==> config.mk <==
export PLATFORM = sky130hd
export DESIGN_NAME = trigger_sequencer
export DESIGN_NICKNAME = d
export VERILOG_FILES = /design/src/rtl/trigger_pkg.sv /design/src/rtl/trigger_sequencer.sv
export SDC_FILE = /design/constraint.sdc
export NUM_CORES = 1
export LEC_CHECK = 0
export BUFFER_PORTS_ARGS = -buffer_cell sky130_fd_sc_hd__buf_4
export CORE_ASPECT_RATIO = 0.7
export CORE_MARGIN = 1.5
export CORE_UTILIZATION = 50
export CTS_BUF_LIST = sky130_fd_sc_hd__clkbuf_2
export DETAILED_ROUTE_END_ITERATION = 16
export MAX_ROUTING_LAYER = met4
export PLACE_DENSITY = 0.89
export RECOVER_POWER = 50
export REMOVE_ABC_BUFFERS = 1
export SYNTH_ARGS = -nofsm -noshare
export SYNTH_HDL_FRONTEND = slang
export SYNTH_SLANG_ARGS = --single-unit
==> constraint.sdc <==
create_clock -name clk -period 4.5 [get_ports clk]
set_input_delay 0.9 -clock clk [delete_from_list [all_inputs] [get_ports clk]]
set_output_delay 0.9 -clock clk [all_outputs]
set_load 0.01 [all_outputs]
==> src/rtl/trigger_pkg.sv <==
// Shared types and helpers for the multi-stage trigger sequencer.
package trigger_pkg;

    localparam int unsigned DefStn = 4;
    localparam int unsigned DefCnw = 16;

    typedef enum logic [2:0] {
        StIdle,
        StMatch,
        StDelay,
        StFire,
        StDone
    } seq_state_e;

    // LSB position of a stage's occurrence count inside the packed cfg_cnt vector.
    function automatic int unsigned stage_lsb(input int unsigned stage, input int unsigned cnw);
        return stage * cnw;
    endfunction

endpackage

==> src/rtl/trigger_sequencer.sv <==
// Sequences per-stage matcher events into a single capture trigger pulse,
// with an optional post-trigger delay counted in qualified transfers.
module trigger_sequencer
    import trigger_pkg::*;
#(
    parameter int unsigned STN = DefStn,
    parameter int unsigned CNW = DefCnw,
    localparam int unsigned SNW = $clog2(STN)
) (
    input  logic               clk,
    input  logic               rst,
    input  logic               ctl_arm,
    input  logic               ctl_abort,
    input  logic [SNW-1:0]     cfg_last,
    input  logic [STN*CNW-1:0] cfg_cnt,
    input  logic [CNW-1:0]     cfg_dly,
    input  logic               sti_transfer,
    input  logic [STN-1:0]     evt_in,
    output logic               sts_armed,
    output logic [SNW-1:0]     sts_stage,
    output logic               sts_trg,
    output logic               sts_run
);

    seq_state_e     state;
    logic [CNW-1:0] cnt;
    logic [SNW-1:0] stage;
    logic           evt_vld;
    logic [SNW-1:0] last_stage;
    logic [CNW-1:0] stage_target;

    // Clamp out-of-range final stage and select the current stage's hit target.
    always_comb begin
        last_stage = cfg_last;
        if (cfg_last > SNW'(STN - 1)) begin
            last_stage = SNW'(STN - 1);
        end
        stage_target = cfg_cnt[stage_lsb(32'(stage), CNW) +: CNW];
    end

    assign sts_stage = stage;

    // Sequencer FSM; status outputs are registered alongside the state.
    always_ff @(posedge clk) begin
        if (!rst) begin
            state     <= StIdle;
            cnt       <= '0;
            stage     <= '0;
            evt_vld   <= 1'b0;
            sts_armed <= 1'b0;
            sts_trg   <= 1'b0;
            sts_run   <= 1'b0;
        end else begin
            // Matcher events lag their transfer by one cycle; align the qualifier.
            evt_vld <= sti_transfer;
            sts_trg <= 1'b0;
            if (ctl_abort) begin
                state     <= StIdle;
                cnt       <= '0;
                stage     <= '0;
                sts_armed <= 1'b0;
                sts_run   <= 1'b0;
            end else if (ctl_arm) begin
                state     <= StMatch;
                cnt       <= '0;
                stage     <= '0;
                sts_armed <= 1'b1;
                sts_run   <= 1'b0;
            end else begin
                unique case (state)
                    StIdle: begin
                    end
                    StMatch: begin
                        if (evt_vld && evt_in[stage]) begin
                            if (cnt != stage_target) begin
                                cnt <= cnt + CNW'(1);
                            end else if (stage < last_stage) begin
                                stage <= stage + SNW'(1);
                                cnt   <= '0;
                            end else begin
                                cnt <= '0;
                                if (cfg_dly == '0) begin
                                    state     <= StFire;
                                    sts_trg   <= 1'b1;
                                    sts_armed <= 1'b0;
                                    sts_run   <= 1'b1;
                                end else begin
                                    state <= StDelay;
                                end
                            end
                        end
                    end
                    StDelay: begin
                        if (evt_vld) begin
                            if (cnt == cfg_dly - CNW'(1)) begin
                                state     <= StFire;
                                cnt       <= '0;
                                sts_trg   <= 1'b1;
                                sts_armed <= 1'b0;
                                sts_run   <= 1'b1;
                            end else begin
                                cnt <= cnt + CNW'(1);
                            end
                        end
                    end
                    StFire: begin
                        state <= StDone;
                    end
                    StDone: begin
                    end
                    default: begin
                        state <= StIdle;
                    end
                endcase
            end
        end
    end

endmodule

==> out/qor.csv, run 1 <==
stage;metric;value;unit
placement;pre-CTS setup slack;700;ps
cts;Worst-Skew Late Latency;360;ps
synthesis;area leader, netlist;dfxtp_1;
power;Max IR drop VDD;0.105;mV
synthesis;yosys warns;0;
grt;first-pass GRT wire length;10.5;mm
synthesis;number of enable flip-flop cells after synthesis;0;
synthesis;Top FF cell, synth;dfxtp_1;
sta;Worst Max-Slew Pin Slew;997;ps
route;vias per std cell;5.84;
sta;fin worst setup slack;1030;ps
cts;htree depth;1;
synthesis;Mapped Cells;269;
placement;dpl hpwl;5.38;mm
sta;minimum clock period;3470;ps
synthesis;sequential share of the synthesized area;0.216;
sta;final hold violation count;0;
synthesis;synth unique cells;47;
cells_and_area;commonest non-fill, non-tap cell in the layout;buf_4;
sta;Final Max Slew Viols;0;
setup_path;CP arrival;3720;ps
floorplanning;# rows;20;
grt;initial antenna violation count;0;
cells_and_area;Syn-to-layout area delta;30.9;%
cts;# Post-CTS Setup Buffers;0;
setup_path;critical path capture point type;flop;
setup_path;Worst Path Required;4750;ps
route;antenna-violating nets left;0;
setup_path;reg2reg end;cnt[2]$_SDFFE_PP0P_;
synthesis;FFs w/ async S/R, synth;0;
power;Total Power;440;µW
grt;grt ovf;0;
setup_path;crit path max fanout;16;
sta;period utilization;0.771;
sta;Slew headroom;0.329;
sta;Post-Route Skew;17.8;ps
cells_and_area;layout cells sized above 1;0.331;
cts;hold bufs inserted after CTS;0;
sta;RSZ-0062 raised after global routing;no;
placement;routability cong.;0.952;
sta;setup violators final;0;
route;DR pass1 iterations;4;
route;final wirelength;6.39;mm
setup_path;R2R Path Start;sts_stage[1]$_SDFFE_PP0P_;
setup_path;Critical Path Start Type;primary input;
cells_and_area;Final Instance Area;3040;µm²
floorplanning;Die Area;5070;µm²
floorplanning;Initial Util;0.527;
route;mean routed wirelength per cell;15.6;µm
grt;vias in the first global route;2237;
synthesis;#FFs+latches synth;25;
grt;GRT Total Usage;0.268;
cts;CTS tree;done;
cells_and_area;most frequent cells in the layout;buf_4, nor2_1, xnor2_1, dfxtp_1, nand2_1;
cells_and_area;Ant. Diodes;0;
placement;Port Buffer Count;95;
floorplanning;floorplan core area;4400;µm²
sta;Min Hold Slack;487;ps
run;Max Cap Viol;0;
power;power per cell area;145;nW/µm²
sta;FMAX;288;MHz
setup_path;CP Capture Point;cnt[2]$_SDFFE_PP0P_;
cts;CTS max path bufs;2;
setup_path;Critical Path Source;cfg_dly[0];
floorplanning;io pins;96;
floorplanning;Die H;60.0;µm
cts;clock tree sinks;25;
cts;CTS clock-pin slew for the worst setup and hold paths;240;ps
synthesis;top-area cell type share of the netlist area;0.216;
cts;Resized cells post-CTS;0;
hold_path;HP Class;reg -> reg;
setup_path;reg2reg setup slack;1210;ps
floorplanning;Die W;84.4;µm
setup_path;Setup CP Type;in -> reg;
route;via total after detailed routing;2388;
synthesis;dominant cells by area after synthesis;dfxtp_1, mux4_2, xnor2_1, nor2_1, xor2_1;
grt;largest net degree at the start of global routing;22;
synthesis;Post-Syn Area;2320;µm²
cts;CTS Buf Count;3;
route;Remaining DRCs;0;
placement;post-place instance area;3040;µm²
route;drt first-iter violations;203;
cts;CTS Root Cell;clkbuf_2;
sta;setup TNS;0;ps
run_status;outcome;finished, final reports clean;
cells_and_area;nets@finish;449;
synthesis;syn avg cell area;8.63;µm²
power;Leak;0.00109;µW
setup_path;reg2reg path depth;7;
logic make-up (layout without fill, tap and decap cells):
group | Yosys count | in the layout | share of synthesized area
AND/OR/NAND/NOR | 117 | 117 | 0.267
adder cells (fa/ha/maj) | 3 | 3 | 0.0162
AO/OA/AOI/OAI | 37 | 37 | 0.115
buffers and inverters | 23 | 108 | 0.0437
XOR/XNOR | 47 | 47 | 0.177
multiplexers | 17 | 17 | 0.165
flip-flops | 25 | 25 | 0.216
final cells by class:
| type | count | area [µm²] |
|---|---|---|
| multi-input combinational | 221 | 1710 |
| fill | 346 | 1370 |
| timing repair buffer | 97 | 709 |
| sequential | 25 | 500 |
| tap | 55 | 68.8 |
| inverter | 7 | 26.3 |
| clock buffer | 3 | 15.0 |
| clock inverter | 1 | 5.00 |
worst min-delay path by stage:
stage	depth (start not counted)	start	slack [ps]	end
floorplan	1	state[2]$_SDFFE_PP0P_	460	sts_trg$_SDFF_PP0_
global route	2	sts_run$_SDFFE_PP0P_	530	sts_run$_SDFFE_PP0P_
global placement	2	sts_run$_SDFFE_PP0P_	450	sts_run$_SDFFE_PP0P_
CTS	2	sts_run$_SDFFE_PP0P_	490	sts_run$_SDFFE_PP0P_
detailed placement	2	sts_run$_SDFFE_PP0P_	460	sts_run$_SDFFE_PP0P_
finish	2	sts_run$_SDFFE_PP0P_	490	sts_run$_SDFFE_PP0P_
critical path: stages:
cell      delay, ps
clkbuf_1        130
inv_1            80
ha_1            220
or3b_1          430
nor4_1          610
xor2_1          140
o31a_1          260
a2111o_1        480
a21oi_4         370
nor2_1          100
Yosys cell counts, types with 5 or more instances:
master,instances
xnor2_1,33
xor2_1,14
nor2b_1,5
nor3_1,7
clkbuf_1,13
nand2b_1,6
mux4_2,17
inv_1,7
dfxtp_1,25
nor4_1,8
a211oi_1,5
nand4_1,12
nor2_1,33
a21oi_1,11
nand2_1,19
registers in the layout, indices dropped and copies added (netlist names):
register and flops:
sts_stage 2, evt_vld 1, cnt 16, sts_run 1, sts_trg 1, state 3, sts_armed 1
power breakdown:
group / internal (µW) / leakage (µW) / switching [µW] / total [µW]
combinational: 80.1 / 0.000867 / 48.3 / 128
clock: 20.1 / 0.0000164 / 66.9 / 87.1
sequential: 223 / 0.000202 / 1.25 / 225
per-layer routing:
layer,GRT usage,wire length [µm],vias to the layer above
li1,-,-,1157
met1,0.368,2840,1100
met2,0.441,2970,126
met3,0.0262,529,5
met4,0.0576,53,0
met5,-,0,-
through the flow:
stage,cells,utilization
finish,409,0.690
global route,409,0.690
CTS,409,0.695
detailed placement,405,0.691
global placement,405,0.691
floorplan,253,-
Note: power is estimated with default switching activity, not from simulation.
==> run 2, diff against run 1 <==
--- a/config.mk
+++ b/config.mk
@@ -5,14 +5,15 @@
 export SDC_FILE = /design/constraint.sdc
 export NUM_CORES = 1
 export LEC_CHECK = 0
+export ABC_AREA = 1
 export BUFFER_PORTS_ARGS = -buffer_cell sky130_fd_sc_hd__buf_4
 export CORE_ASPECT_RATIO = 0.7
 export CORE_MARGIN = 1.5
-export CORE_UTILIZATION = 50
+export CORE_UTILIZATION = 53
 export CTS_BUF_LIST = sky130_fd_sc_hd__clkbuf_2
 export DETAILED_ROUTE_END_ITERATION = 16
 export MAX_ROUTING_LAYER = met4
-export PLACE_DENSITY = 0.89
+export PLACE_DENSITY = 0.9
 export RECOVER_POWER = 50
 export REMOVE_ABC_BUFFERS = 1
 export SYNTH_ARGS = -nofsm -noshare
==> constraint.sdc (replaced) <==
create_clock -name clk -period 3.6 [get_ports clk]
set_input_delay 0.72 -clock clk [delete_from_list [all_inputs] [get_ports clk]]
set_output_delay 0.72 -clock clk [all_outputs]
set_load 0.01 [all_outputs]
==> run 2 against run 1 <==
  * Critical path type is now reg -> reg
  * Sequential share of layout area down 2.4 points
  * Sequential cell count unchanged
  * Wire length up 27%
  * Die area up 15%
  * Register-to-register slack worse by 430 ps
  * Clock skew down 13 ps
  * Cell area up 17%
  * Cell count up 67%
  * Synthesized area up 22%
  * Combinational power up 41%
  * Non-clock buffer count up 1
==> out/qor.csv, run 2 <==
stage;metric;value;unit;change
sta;period utilization;0.785;;
floorplanning;io pins;96;;unchanged
run_status;outcome;finished, final reports clean;;
cts;CTS Buf Count;3;;unchanged
cells_and_area;FF+latch area;500;µm²;unchanged
synthesis;Commonest cells post-synth;nand2_1, nand3_1, nor2_1, inv_1, dfxtp_1;;
sta;RSZ-0062 raised after global routing;no;;
setup_path;reg2reg setup slack;780;ps;-430 ps
setup_path;reg2reg path depth;13;;+6
cts;htree depth;1;;unchanged
setup_path;Critical Path Source;sts_stage[0]$_SDFFE_PP0P_;;
setup_path;CP arrival;3120;ps;-600 ps
sta;setup violators final;0;;unchanged
placement;post-place instance area;3560;µm²;+17%
floorplanning;floorplan core area;5200;µm²;+18%
placement;Port Buffer Count;95;;unchanged
synthesis;Post-Syn Area;2840;µm²;+22%
cells_and_area;Fill cells;498;;+44%
cells_and_area;nets@finish;706;;+57%
cts;Worst-Skew Late Latency;340;ps;-20 ps
setup_path;R2R Path Start;sts_stage[0]$_SDFFE_PP0P_;;
placement;dpl hpwl;6.72;mm;+25%
synthesis;syn avg cell area;5.45;µm²;-37%
setup_path;Critical Path Start Type;flop;;
route;via total after detailed routing;3475;;+46%
grt;vias in the first global route;3089;;+38%
sta;Slew headroom;0.531;;+0.202
setup_path;reg2reg end;sts_stage[1]$_SDFFE_PP0P_;;
cells_and_area;register with the most flip-flops;cnt;;
synthesis;FFs w/ async S/R, synth;0;;unchanged
cells_and_area;post-route core utilization;0.682;;-0.00819
cts;# Post-CTS Setup Buffers;0;;unchanged
cts;CTS Root Cell;clkbuf_2;;
route;vias per std cell;5.09;;-13%
route;mean routed wirelength per cell;11.8;µm;-24%
power;Total Power;572;µW;+30%
placement;pre-CTS setup slack;959;ps;+259 ps
cells_and_area;layout cells sized above 1;0.195;;-0.136
cts;CTS clock-pin slew for the worst setup and hold paths;220;ps;-20 ps
synthesis;#FFs+latches synth;25;;unchanged
cells_and_area;commonest non-fill, non-tap cell in the layout;nand2_1;;
placement;routability cong.;0.900;;-5.4%
power;power per cell area;161;nW/µm²;+11%
synthesis;area leader, netlist;nand2_1;;
floorplanning;Die H;64.2;µm;+7.0%
cts;hold bufs inserted after CTS;0;;unchanged
synthesis;top-count cell post-synth;nand2_1;;
power;Leak;0.00182;µW;+68%
synthesis;Top FF cell, synth;dfxtp_1;;
cells_and_area;Syn-to-layout area delta;24.9;%;
cells_and_area;Final Instance Area;3550;µm²;+17%
setup_path;Worst Path Required;3890;ps;-860 ps
cells_and_area;most frequent cells in the layout;nand2_1, buf_4, nand3_1, nor2_1, inv_1;;
grt;largest net degree at the start of global routing;38;;+73%
cts;clock tree sinks;25;;unchanged
hold_path;Hold EP;sts_run$_SDFFE_PP0P_;;
grt;GRT Total Usage;0.290;;+0.0220
synthesis;synth unique cells;32;;-32%
cells_and_area;Ant. Diodes;0;;unchanged
cts;CTS tree;done;;
synthesis;Mapped Cells;521;;+94%
floorplanning;Die Area;5810;µm²;+15%
grt;grt ovf;0;;unchanged
sta;fin worst setup slack;776;ps;-253 ps
route;Remaining DRCs;0;;unchanged
floorplanning;# rows;22;;+10%
cts;CTS max path bufs;2;;unchanged
floorplanning;Die W;90.5;µm;+7.2%
cts;Resized cells post-CTS;0;;unchanged
hold_path;Cells on Worst Hold Path;2;;unchanged
sta;minimum clock period;2820;ps;
route;final wirelength;8.09;mm;+27%
sta;Final Max Slew Viols;0;;unchanged
hold_path;HP Class;reg -> reg;;
setup_path;crit path max fanout;17;;+1
grt;first-pass GRT wire length;13.6;mm;+30%
sta;FMAX;354;MHz;
grt;initial antenna violation count;0;;unchanged
sta;setup TNS;0;ps;unchanged
run;Max Cap Viol;0;;unchanged
synthesis;number of enable flip-flop cells after synthesis;0;;unchanged
route;DR pass1 iterations;5;;+1
setup_path;critical path capture point type;flop;;
sta;Worst Max-Slew Pin Slew;703;ps;-294 ps
synthesis;dominant cells by area after synthesis;nand2_1, dfxtp_1, nand3_1, nor2_1, inv_1;;
cells_and_area;area occupied by multi-input gates;2000;µm²;+17%
power;Max IR drop VDD;0.197;mV;+87%
floorplanning;Initial Util;0.546;;+0.0187
synthesis;sequential share of the synthesized area;0.176;;-0.0393
route;antenna-violating nets left;0;;unchanged
sta;final hold violation count;0;;unchanged
cells_and_area;max reg flops;16;;unchanged
hold_path;min-delay src;sts_run$_SDFFE_PP0P_;;
synthesis;yosys warns;0;;unchanged
setup_path;Setup CP Type;reg -> reg;;
route;drt first-iter violations;195;;-3.9%
synthesis;top-area cell type share of the netlist area;0.279;;+0.0633
sta;Post-Route Skew;4.75;ps;-13.0 ps
-- run 2: final cells by class --
cell class,count,share of cell area
Multi-Input combinational cell,429,0.564
Tap cell,72,0.0254
Timing Repair Buffer,98,0.203
Inverter,55,0.0603
Sequential cell,25,0.141
Clock buffer,4,0.00565
-- run 2: critical path, stage by stage (launching register included) --
cell	delay (ps)
dfxtp_1	820
clkbuf_1	460
nand2_1	100
nand3_1	120
nand2_1	60
nand2_1	50
nand2_1	40
nor2_1	110
nand2_1	60
nor2_1	190
nand2_1	190
nor3_1	300
o21ai_1	120
a21oi_1	150
-- run 2: routing by layer --
layer | up-vias | track usage | routed length [µm]
li1 | 1814 | - | -
met1 | 1511 | 0.389 | 3880
met2 | 144 | 0.488 | 3570
met3 | 6 | 0.0357 | 592
met4 | 0 | 0.0258 | 42
met5 | - | - | 0
-- run 2: cell families (layout without fill, tap and decap cells) --
| group | Yosys count | in the layout | share of synthesized area |
|---|---|---|---|
| AND/OR/NAND/NOR | 377 | 377 | 0.582 |
| buffers and inverters | 67 | 157 | 0.111 |
| AO/OA/AOI/OAI | 27 | 27 | 0.0498 |
| flip-flops | 25 | 25 | 0.176 |
| XOR/XNOR | 22 | 22 | 0.0679 |
| adder cells (fa/ha/maj) | 3 | 3 | 0.0132 |
-- run 2: worst max-delay path by stage --
stage / slack (ps) / end / depth (start not counted)
CTS: 1060 / cnt[12]$_SDFFE_PP0P_ / 13
global placement: 1050 / cnt[12]$_SDFFE_PP0P_ / 14
detailed placement: 960 / cnt[15]$_SDFFE_PP0P_ / 14
global route: 440 / sts_stage[1]$_SDFFE_PP0P_ / 14
finish: 780 / sts_stage[1]$_SDFFE_PP0P_ / 13
floorplan: 1250 / cnt[12]$_SDFFE_PP0P_ / 13
-- run 2: where the power goes --
group,switching [µW],internal [µW]
Clock,79.5,29.4
Combinational,81.8,99.0
Sequential,2.33,280
-- run 2: per-stage QoR --
| stage | std cells | hold slack, ps |
|---|---|---|
| after floorplan | 509 | 444 |
| after global placement | 679 | 447 |
| after detailed placement | 679 | 447 |
| after CTS | 683 | 478 |
| after global routing | 683 | 488 |
| final | 683 | 473 |
==> run 3, diff against run 2 <==
--- a/config.mk
+++ b/config.mk
@@ -5,15 +5,15 @@
 export SDC_FILE = /design/constraint.sdc
 export NUM_CORES = 1
 export LEC_CHECK = 0
-export ABC_AREA = 1
+export ABC_AREA = 0
 export BUFFER_PORTS_ARGS = -buffer_cell sky130_fd_sc_hd__buf_4
 export CORE_ASPECT_RATIO = 0.7
 export CORE_MARGIN = 1.5
-export CORE_UTILIZATION = 53
+export CORE_UTILIZATION = 50
 export CTS_BUF_LIST = sky130_fd_sc_hd__clkbuf_2
 export DETAILED_ROUTE_END_ITERATION = 16
 export MAX_ROUTING_LAYER = met4
-export PLACE_DENSITY = 0.9
+export PLACE_DENSITY = 0.89
 export RECOVER_POWER = 50
 export REMOVE_ABC_BUFFERS = 1
 export SYNTH_ARGS = -nofsm -noshare
==> constraint.sdc (replaced) <==
create_clock -name clk -period 2.8 [get_ports clk]
set_input_delay 0.56 -clock clk [delete_from_list [all_inputs] [get_ports clk]]
set_output_delay 0.56 -clock clk [all_outputs]
set_load 0.01 [all_outputs]
==> run 3 against run 2 <==
  * Global-route usage is 1.7 points lower
  * Sequential share of layout area increased by 1.1 points
  * Clock power up 29%
  * Combinational power rose by 29%
  * First-iteration DRC count fell by 23%
  * Sequential power grew 28%
  * Register-to-register slack got worse by 470 ps
  * Wire length decreased by 17%
  * Non-clock buffer count grew 22
  * Worst hold slack lost 76 ps
  * Cell area shrank 7.4%
  * Via count down 27%
==> out/qor.csv, run 3 (synthesis gave the netlist of run 1 again) <==
stage;metric;value;unit;change
setup_path;CP most frequent cell;buf_4;;
setup_path;Setup CP Type;in -> reg;;
setup_path;cells along the critical path;buf_4 > inv_1 > ha_2 > or3b_4 > buf_4 > nor4_4 > buf_4 > xor2_1 > o31a_1 > a2111o_1 > a21oi_4 > buf_12 > nor2_1;;
power;switching share of power;0.267;;-0.0188
cts;clock tree sinks;25;;unchanged
power;Total Power;734;µW;+28%
sta;final hold violation count;0;;unchanged
cells_and_area;most frequent cells in the layout;buf_4, nor2_1, xnor2_1, dfxtp_1, nand2_1;;
cts;CTS Root Cell;clkbuf_2;;
cells_and_area;commonest non-fill, non-tap cell in the layout;buf_4;;
cts;CTS max path bufs;2;;unchanged
route;vias per std cell;5.87;;+15%
sta;fin worst setup slack;69.0;ps;-707 ps
cells_and_area;max reg flops;16;;unchanged
cells_and_area;register with the most flip-flops;cnt;;
power;combinational power share;0.317;;about the same
run;Max Cap Viol;0;;unchanged
placement;routability cong.;0.948;;+5.3%
sta;Post-Route Skew;6.00;ps;+1.25 ps
grt;initial antenna violation count;0;;unchanged
cells_and_area;layout cells sized above 1;0.395;;+0.200
route;antenna-violating nets left;0;;unchanged
sta;Min Hold Slack;397;ps;-76.2 ps
floorplanning;Die W;84.4;µm;-6.7%
setup_path;slowest stage delay, CP;500;ps;-320 ps
cells_and_area;Fill cells;314;;-37%
cells_and_area;Ant. Diodes;0;;unchanged
power;power per cell area;224;nW/µm²;+39%
route;via total after detailed routing;2536;;-27%
route;DR pass1 iterations;6;;+1
power;Net Sw Power;196;µW;+20%
sta;setup violators final;0;;unchanged
sta;period utilization;0.975;;
setup_path;CP bufs+invs;5;;+4
floorplanning;floorplan core area;4400;µm²;-15%
route;drt first-iter violations;150;;-23%
setup_path;Worst Path Required;3080;ps;-810 ps
cts;CTS Buf Count;3;;unchanged
setup_path;Critical Path Start Type;primary input;;
power;sequential cell fraction of total power;0.492;;about the same
setup_path;crit path max fanout;16;;-1
sta;FMAX;366;MHz;
placement;Port Buffer Count;95;;unchanged
grt;GRT Total Usage;0.273;;-0.0171
floorplanning;# rows;20;;-9.1%
power;Max IR drop VDD;0.136;mV;-31%
cts;hold bufs inserted after CTS;0;;unchanged
setup_path;critical path capture point type;flop;;
floorplanning;Die H;60.0;µm;-6.6%
power;Clock power frac;0.192;;+0.002
route;mean routed wirelength per cell;15.6;µm;+31%
cts;Worst-Skew Late Latency;350;ps;about the same
cells_and_area;Syn-to-layout area delta;41.5;%;
setup_path;CP arrival;3010;ps;-110 ps
grt;first-pass GRT wire length;10.6;mm;-22%
cts;htree depth;1;;unchanged
setup_path;CP max stage cell;a2111o_1;;
cells_and_area;Final Instance Area;3280;µm²;-7.4%
floorplanning;Initial Util;0.527;;-0.0187
cts;CTS tree;done;;
route;Remaining DRCs;0;;unchanged
route;final wirelength;6.72;mm;-17%
sta;minimum clock period;2730;ps;
sta;Worst Max-Slew Pin Slew;543;ps;-160 ps
grt;grt ovf;0;;unchanged
setup_path;CP top delay family;compound AO/OA/AOI/OAI gates;;
hold_path;HP Class;in -> reg;;
power;P_int;538;µW;+32%
cells_and_area;nets@finish;472;;-33%
grt;largest net degree at the start of global routing;22;;-42%
power;Leak;0.00122;µW;-33%
sta;Final Max Slew Viols;0;;unchanged
placement;post-place instance area;3230;µm²;-9.5%
run_status;outcome;finished, final reports clean;;
floorplanning;Die Area;5070;µm²;-13%
grt;vias in the first global route;2358;;-24%
cts;CTS clock-pin slew for the worst setup and hold paths;230;ps;about the same
floorplanning;io pins;96;;unchanged
sta;Slew headroom;0.637;;+0.107
placement;pre-CTS setup slack;-431;ps;-1390 ps
placement;dpl hpwl;5.56;mm;-17%
==> run 3: repair_timing <==
item,in CTS,in global routing
buffers inserted,1,1
setup endpoints to repair,15,17
endpoints found under the hold margin,0,0
resized for setup,4,3
pin swaps,3,4
==> run 3: path summary, 6_finish.rpt <==
| kind | start | to | slack [ps] | cells past startpoint |
|---|---|---|---|---|
| worst min-delay path | rst | evt_vld$_SDFF_PN0_ | 400 | 2 |
| worst min register to register | sts_run$_SDFFE_PP0P_ | sts_run$_SDFFE_PP0P_ | 460 | 2 |
| worst max register to register | sts_stage[0]$_SDFFE_PP0P_ | cnt[7]$_SDFFE_PP0P_ | 310 | 10 |
| worst max-delay path | cfg_dly[1] | cnt[7]$_SDFFE_PP0P_ | 70 | 13 |
==> run 3: power groups by stage <==
stage / combinational, µW / sequential (µW) / clock, µW
6_report: 233 / 361 / 141
5_1_grt: 250 / 361 / 151
4_1_cts: 230 / 361 / 141
3_5_place_dp: 227 / 368 / 0
3_3_place_gp: 221 / 368 / 0
2_1_floorplan: 82.3 / 368 / 0
==> run 3: metrics by stage <==
stage / util / setup TNS, ps / instances
3_5_place_dp: 0.732 / -7730 / 426
6_report: 0.746 / 0 / 432
5_1_grt: 0.746 / -5.54 / 432
2_1_floorplan: - / -6710 / 253
3_3_place_gp: 0.732 / -6890 / 426
4_1_cts: 0.742 / 0 / 431
==> run 3: final cells by class <==
cell class	instances	area, µm²	share of cell area
Multi-Input combinational cell	221	1750	0.534
Timing Repair Buffer	120	915	0.278
Sequential cell	25	500	0.152
Tap cell	55	68.8	0.0210
Inverter	7	26.3	0.00800
Clock buffer	3	15.0	0.00457
Clock inverter	1	5.00	0.00152
==> run 3: layer usage <==
metal | GRT usage | up-vias | wire (µm)
li1 | - | 1204 | -
met1 | 0.364 | 1186 | 2970
met2 | 0.469 | 130 | 3190
met3 | 0.0193 | 16 | 463
met4 | 0.0599 | 0 | 98
met5 | - | - | 0
==> run 3: worst reg2reg max path: stages, from the launching register on <==
cell      delay, ps
dfxtp_1         420
buf_12          200
mux4_2          550
xnor2_1         180
nand4_1         150
nor4_2          270
buf_4           190
a211oi_1         80
a21oi_4         160
buf_12          150
nor2_1           60
